`config.mk`:
```
export PLATFORM = sky130hd
export DESIGN_NAME = frame_update_scheduler
export DESIGN_NICKNAME = d
export VERILOG_FILES = /design/src/rtl/frame_update_scheduler.sv
export SDC_FILE = /design/constraint.sdc
export NUM_CORES = 1
export LEC_CHECK = 0
export ABC_AREA = 1
export CAP_MARGIN = 10
export CORE_ASPECT_RATIO = 2
export CORE_MARGIN = 2
export CORE_UTILIZATION = 35
export DETAILED_ROUTE_END_ITERATION = 16
export HOLD_SLACK_MARGIN = 0.06
export SLEW_MARGIN = 25
export SYNTH_ARGS = -nofsm -noshare
export SYNTH_HDL_FRONTEND = slang
export SYNTH_SLANG_ARGS = --single-unit
```
`constraint.sdc`:
```
create_clock -name clk -period 1.7 [get_ports clk]
set_clock_uncertainty 0.05 [all_clocks]
set_input_delay 0.255 -clock clk [delete_from_list [all_inputs] [get_ports clk]]
set_output_delay 0.255 -clock clk [all_outputs]
set_load 0.005 [all_outputs]
```
`src/rtl/frame_update_scheduler.sv`:
```
// Runs the per-frame update engines one at a time during vertical blanking.
// Includes a per-task timeout, a frame divider and sticky overrun/timeout flags.
module frame_update_scheduler #(
  parameter int unsigned NUM_TASKS      = 4,
  parameter int unsigned TIMEOUT_CYCLES = 4096,
  parameter int unsigned FRAME_DIV      = 1
) (
  input  logic                 clk,
  input  logic                 rst,
  input  logic                 v_sync,
  input  logic                 enable,
  input  logic [NUM_TASKS-1:0] task_done,
  input  logic                 err_clr,
  output logic [NUM_TASKS-1:0] task_start,
  output logic                 busy,
  output logic                 frame_tick,
  output logic [15:0]          frame_count,
  output logic                 overrun,
  output logic                 timeout_err
);

  localparam int unsigned IDX_W = (NUM_TASKS > 1) ? $clog2(NUM_TASKS) : 1;
  localparam int unsigned TMO_W = $clog2(TIMEOUT_CYCLES);
  localparam int unsigned DIV_W = (FRAME_DIV > 1) ? $clog2(FRAME_DIV) : 1;
  localparam int unsigned CNT_W = 16;

  typedef enum logic [1:0] {
    S_IDLE,
    S_START,
    S_WAIT,
    S_DONE
  } state_e;

  state_e               state_q, state_d;
  logic [IDX_W-1:0]     idx_q, idx_d;
  logic [TMO_W-1:0]     tmo_q, tmo_d;
  logic [DIV_W-1:0]     div_q, div_d;
  logic [CNT_W-1:0]     count_q, count_d;
  logic [NUM_TASKS-1:0] start_q, start_d;
  logic                 vs_q;
  logic                 busy_q, busy_d;
  logic                 tick_q, tick_d;
  logic                 ovr_q, ovr_d;
  logic                 terr_q, terr_d;
  logic                 entry_c, exit_c, busy_c, advance_c;

  assign entry_c = vs_q & ~v_sync;
  assign exit_c  = ~vs_q & v_sync;
  assign busy_c  = (state_q != S_IDLE);

  always_ff @(posedge clk) begin
    if (rst) begin
      state_q <= S_IDLE;
      idx_q   <= '0;
      tmo_q   <= '0;
      div_q   <= '0;
      count_q <= '0;
      start_q <= '0;
      vs_q    <= 1'b0;
      busy_q  <= 1'b0;
      tick_q  <= 1'b0;
      ovr_q   <= 1'b0;
      terr_q  <= 1'b0;
    end else begin
      state_q <= state_d;
      idx_q   <= idx_d;
      tmo_q   <= tmo_d;
      div_q   <= div_d;
      count_q <= count_d;
      start_q <= start_d;
      vs_q    <= v_sync;
      busy_q  <= busy_d;
      tick_q  <= tick_d;
      ovr_q   <= ovr_d;
      terr_q  <= terr_d;
    end
  end

  always_comb begin
    state_d   = state_q;
    idx_d     = idx_q;
    tmo_d     = tmo_q;
    div_d     = div_q;
    count_d   = count_q;
    ovr_d     = ovr_q;
    terr_d    = terr_q;
    advance_c = 1'b0;

    // Clear first so that a set in the same cycle takes priority.
    if (err_clr) begin
      ovr_d  = 1'b0;
      terr_d = 1'b0;
    end
    if (busy_c && (entry_c || exit_c)) begin
      ovr_d = 1'b1;
    end

    case (state_q)
      S_IDLE: begin
        if (entry_c && enable) begin
          if (div_q == DIV_W'(FRAME_DIV - 1)) begin
            div_d   = '0;
            idx_d   = '0;
            state_d = S_START;
          end else begin
            div_d = div_q + 1'b1;
          end
        end
      end
      S_START: begin
        tmo_d   = '0;
        state_d = S_WAIT;
      end
      S_WAIT: begin
        if (task_done[idx_q]) begin
          advance_c = 1'b1;
        end else if (tmo_q == TMO_W'(TIMEOUT_CYCLES - 1)) begin
          terr_d    = 1'b1;
          advance_c = 1'b1;
        end else begin
          tmo_d = tmo_q + 1'b1;
        end
        if (advance_c) begin
          if (idx_q == IDX_W'(NUM_TASKS - 1)) begin
            state_d = S_DONE;
            count_d = count_q + 1'b1;
          end else begin
            idx_d   = idx_q + 1'b1;
            state_d = S_START;
          end
        end
      end
      S_DONE: begin
        state_d = S_IDLE;
      end
      default: begin
        state_d = S_IDLE;
      end
    endcase

    // Registered outputs are decoded from the next state so they align with it.
    start_d = (state_d == S_START) ? (NUM_TASKS'(1) << idx_d) : '0;
    busy_d  = (state_d != S_IDLE);
    tick_d  = (state_d == S_DONE);
  end

  assign task_start  = start_q;
  assign busy        = busy_q;
  assign frame_tick  = tick_q;
  assign frame_count = count_q;
  assign overrun     = ovr_q;
  assign timeout_err = terr_q;

endmodule
```
# Yosys cells after proc, flatten, opt, wreduce, memory -nomap -nowiden
# Cells that the tools add are included.
totals:
  inputBits: 9
  wordCells: 68
  memories: 0
  rom_bits: 0
  latch_bits: 0
  ramBits: 0
  out_inout_bits: 24
  regBits: 42
classes:
  div_mod_pow: 0
  order_cmp: 1
  n_shift: 1
  mul: 0
  add_sub_neg: 4
  n_bitwise: 5
  eq_ne: 9
  muxes: 25
  n_reduce_logical: 12
ops:
  columns: ["op", "count"]
  rows:
  - ["$mux 12", 2]
  - ["$pmux 12 s2", 1]
  - ["$add 16x1->16 const B", 1]
  - ["$mux 2", 8]
  - ["$add 12x1->12 const B", 1]
  - ["$eq 12x12->1 const B", 1]
  - ["$mux 1", 11]
  - ["$eq 2x2->1 const B", 4]
  - ["$pmux 2 s4", 1]
  - ["$reduce_bool 2->1", 4]
  - ["$reduce_and 3->1", 2]
  - ["$eq 2x1->1 const B", 2]
  - ["$ne 2x2->1 const B", 2]
  - ["$pmux 2 s2", 1]
  - ["$shl 1x2->4 const A", 1]
  - ["$lt 2x3->1 const B", 1]
  - ["$not 1->1", 3]
  - ["$add 2x1->2 const B", 1]
  - ["$and 1x1->1", 2]
  - ["$bmux 1 s2", 1]
  - ["$logic_and 1x1->1", 2]
  - ["$logic_not 2->1", 1]
  - ["$reduce_and 2->1", 1]
  - ["$reduce_or 2->1", 1]
  - ["other kinds (2)", 2]

# Longest topological paths before layout
depth:
  word_depth: 9
  mapped_depth: 10
  depth_no_buf: 10

# Worst setup path after synthesis
# OpenSTA, ideal clock, no wires.
synth_timing:
  path_type: "register -> register"
  from: "register tmo_q[0]"
  to: "register count_q[3], in the netlist frame_count[3]"
  path_stages_with_launch: 10
  period_less_slack_ns: 1.606
  setup_ns: 0.118
  t_arrival_ns: 1.438
  t_required_ns: 1.532
  setup_slack_ns: 0.094
  path_cell_list: "dfxtp_1 -> ha_1 -> nand2_2 -> nor2_4 -> nand3_2 -> nand2_4 -> nand2_4 -> buf_6 -> nor3_1 -> nor2_1"
synth_between:
  elab_chain_len: 5
synth_rtl:
  columns: ["item", "line", "rtl"]
  rows:
  - ["from (decl)", "36", "logic [TMO_W-1:0] tmo_q, tmo_d;"]
  - ["from (signal assigned)", "67", "tmo_q <= tmo_d;"]
  - ["$eq 12x12->1", "117", "end else if (tmo_q == TMO_W'(TIMEOUT_CYCLES - 1)) begin"]
  - ["$mux 1", "117", null]
  - ["$mux 1", "115", "if (task_done[idx_q]) begin"]
  - ["$mux 1", "98", "case (state_q)"]
  - ["$reduce_and 3->1 (no source line)", null, null]
  - ["to (signal assigned)", "69", "count_q <= count_d;"]
  - ["to (decl)", "38", "logic [CNT_W-1:0] count_q, count_d;"]
# Every way passes these cells. The select of a mux whose other input is x is not followed.
# A chain may end at the register's enable or synchronous reset.

# Worst setup path after layout
layout_timing:
  from: "register tmo_q[0]"
  to: "register start_q[1], in the netlist task_start[1]"
layout_between:
  elab_chain_len: 9
  word_cells_on_any_way: 12
  cone_classes: "eq/ne: 2; shift: 1; mux: 7; bitwise: 1; reduce/logical: 1"
layout_rtl:
  columns: ["item", "line", "rtl"]
  rows:
  - ["$eq 12x12->1 *", "117", null]
  - ["$mux 1 *", "117", null]
  - ["$mux 1 *", "115", null]
  - ["$mux 1 *", "98", null]
  - ["$mux 2", "123", "if (advance_c) begin"]
  - ["$pmux 2 s4", "98", null]
  - ["$eq 2x1->1", "142", "start_d = (state_d == S_START) ? (NUM_TASKS'(1) << idx_d) : '0;"]
  - ["$not 1->1 (no source line)", null, null]
  - ["$reduce_or 2->1 (no source line)", null, null]
  - ["to (signal assigned)", "70", "start_q <= start_d;"]
  - ["to (decl)", "39", "logic [NUM_TASKS-1:0] start_q, start_d;"]
# Every way passes the cells marked *; elsewhere a longest branch is shown, timed or not. The select of a mux whose other input is x is not followed.

==> flow_metrics.env <==
export IMPL_status="finished clean"
export IMPL_antennaDiodeCount=0
export IMPL_gp_congestion=0.858
export IMPL_required_ns=1.87
export IMPL_cts_root_buf="clkbuf_16"
export IMPL_slowest_stage="dfxtp_1"
export IMPL_combPwrFrac_pct=4.9
export IMPL_relSlewSlack_pct=73.0
export IMPL_synth_cell_types=30
export IMPL_htreeDepth=2
export IMPL_syn_num_nets=330
export IMPL_hold_end="timeout_err$_SDFF_PP0_"
export IMPL_clk_latency_ns=0.28
export IMPL_grt_first_pass_wirelength_um=9170
export IMPL_wire_per_inst_um=11.7
export IMPL_total_power_mw=2.01
export IMPL_timing_rr_start="tmo_q[0]$_SDFFE_PP0P_"
export IMPL_cp_slowest_stage_delay_ns=0.34
export IMPL_hold_path_depth=2
export IMPL_area_delta_synth_final_pct=32.7
export IMPL_ys_top_cells_by_area="dfxtp_1 (37%), nand2_1 (14%), nand3_1 (6.7%)"
export IMPL_dp_hpwl_um=3860
export IMPL_setup_tns_ns=0
export IMPL_startpoint_type="register"
export IMPL_netlist_area_um2=2230
export IMPL_final_area_um2=2960
export IMPL_seqPwrFrac_pct=48.2
export IMPL_cts_buffers_inserted=5
export IMPL_cts_max_path_buffers=2
export IMPL_core_area_um2=6210
export IMPL_leakage_nw=1.08
export IMPL_syn_inst=318
export IMPL_maxCapViolCount=0
export IMPL_io_pins=33
export IMPL_grt_max_degree=19
export IMPL_cts_resized=0
export IMPL_reg2reg_depth=10
export IMPL_arrival_ns=1.77
export IMPL_worstHoldStart="timeout_err$_SDFF_PP0_"
export IMPL_ant_nets=0
export IMPL_cts_sinks=41
export IMPL_ys_seq_area_share_pct=36.9
export IMPL_hold_viol=0
export IMPL_final_max_slew_viol_count=0
export IMPL_post_cts_buffers=0
export IMPL_hold_buffers=0
export IMPL_tightestPinTransition_ns=0.401
export IMPL_yosysTopAreaCellShare_pct=36.9
export IMPL_io_buffers=32
export IMPL_fin_cells=459
export IMPL_dieArea_um2=7060
export IMPL_p_clk_share_pct=46.9
export IMPL_dieHeight_um=117
export IMPL_dp_cells=452
export IMPL_hold_slack_ns=0.427
export IMPL_grt_use_total_pct=16.9
export IMPL_rr_endpoint="task_start[1]$_SDFF_PP0_"
export IMPL_maxClockFrequency_ghz=0.627
export IMPL_initial_core_util_pct=35.9
export IMPL_setup_violations=0
export IMPL_synth_seq_cells=41
export IMPL_placed_cell_area_um2=2770
export IMPL_antenna_found_initial=0
export IMPL_cts_tree="done"
export IMPL_wl_um=5380
export IMPL_peakVddDrop_mv=0.664
export IMPL_crit_path_cell_trace="ha_2 > nand2_2 > nor2_4 > nand3_4 > nand2_4 > buf_4 > o211ai_1 > nand2_1 > inv_2 > nor2_1"
export IMPL_p_int_mw=1.59
export IMPL_path_clk_slew_ns=0.06
export IMPL_first_pass_iters=4
export IMPL_min_period_ns=1.59
export IMPL_fin_crit_sh_pct=93.8
export IMPL_grt_pass1_vias=2037
export IMPL_ys_warn_count=0
export IMPL_overflow=0
export IMPL_die_w_um=60.4
export IMPL_vias=2128
export IMPL_post_synth_top_area_cell="dfxtp_1"
export IMPL_end_kind="register"
export IMPL_worstSetupPathType="register to register"
export IMPL_power_density_nw_per_um2=682
export IMPL_viasPerCell=4.64
export IMPL_grt_setup_unrepaired="true"
export IMPL_r2r_setup_slack_ns=0.11
export IMPL_first_iter_violations=89
export IMPL_drive_gt1_share_pct=17.4
export IMPL_swShare_pct=21.2
export IMPL_drc=0
export IMPL_fin_nets=385
export IMPL_avgSynthCellArea_um2=7.00
export IMPL_worstPathMaxFanout=3
export IMPL_row_count=41
export IMPL_switching_power_mw=0.428
export IMPL_hold_path_class="register to register"
-- placed cells by master, fill, tap and decap left out, types with 8 or more instances in the layout --
cell and n:
nand3_1 30, clkdlybuf4s50_1 32, buf_4 24, xor2_1 10, a21oi_1 20, a21oi_2 8, inv_1 25, nor2_1 39
nand2_1 83, dfxtp_1 41, nand2_2 8
-- power by group through the flow --
stage | clock network, mW | registers (mW) | logic (mW)
after floorplan | 0 | 0.992 | 0.0491
after global placement | 0 | 0.991 | 0.0945
after detailed placement | 0 | 0.992 | 0.0962
after CTS | 0.968 | 0.970 | 0.0968
after global routing | 1.01 | 0.971 | 0.109
final | 0.945 | 0.971 | 0.0990
-- registers in the layout (all words and copies together), names as in the netlist --
name and count:
timeout_err 1, state_q 2, tmo_q 12, frame_tick 1, busy 1, task_start 4, frame_count 16, vs_q 1
idx_q 2, overrun 1
-- per-layer routing --
layer	wire [µm]	global-route usage (%)	vias up
li1	-	-	1131
met4	105	7.11	0
met2	2480	25.5	46
met3	206	2.97	7
met5	0	0	-
met1	2590	23.4	944
-- cell type report --
cell class / instances / area (µm²)
clock buffers: 6 / 139
clock inverters: 1 / 7.51
fillers: 628 / 3250
inverters: 31 / 131
multi-input cells: 238 / 1250
flip-flops and latches: 41 / 821
well taps: 86 / 108
repair buffers: 56 / 500
-- synthesized netlist by cell type (all sizes together) --
library cell  instances
nor2                 43
nor3b                 1
clkbuf                4
o211ai                1
ha                    3
buf                   4
dfxtp                41
nor3                  8
nand3b                1
o21ai                 6
xnor2                 3
nand2                94
nand4                 7
nand3                32
a2bb2oi               1
a21oi                28
inv                  31
xor2                 10
-- critical path, delay by kind of cell (launching register included) --
family          cells  cell delay (ns)
flops               1             0.34
simple gates        6             0.69
compound gates      1             0.08
fa+ha+maj           1             0.20
buf+inv             2             0.18
-- worst max path at each step --
stage | end | cells after the start | from
after global routing | idx_q[0]$_SDFF_PP0_ | 10 | tmo_q[0]$_SDFFE_PP0P_
final | task_start[1]$_SDFF_PP0_ | 10 | tmo_q[0]$_SDFFE_PP0P_
after detailed placement | task_start[2]$_SDFF_PP0_ | 9 | v_sync
after CTS | frame_count[10]$_SDFFE_PP0P_ | 9 | tmo_q[0]$_SDFFE_PP0P_
after floorplan | frame_count[3]$_SDFFE_PP0P_ | 9 | tmo_q[0]$_SDFFE_PP0P_
after global placement | tmo_q[5]$_SDFFE_PP0P_ | 9 | task_done[3]
-- stage by stage --
step | worst slack [ns] | util (%)
floorplan | 0.0945 | -
global placement | 0.0216 | 44.6
detailed placement | -0.0130 | 44.6
CTS | 0.0357 | 47.0
global route | -0.0162 | 47.6
finish | 0.106 | 47.6
-- cells by family after synthesis --
family | count (synthesis) | share of synthesized area (%)
xor+xnor | 13 | 5.11
compound gates | 36 | 9.72
simple gates | 186 | 38.1
flops | 41 | 36.9
fa+ha+maj | 3 | 1.69
buf+inv | 39 | 8.48
Note: power is estimated with default switching activity, not from simulation.
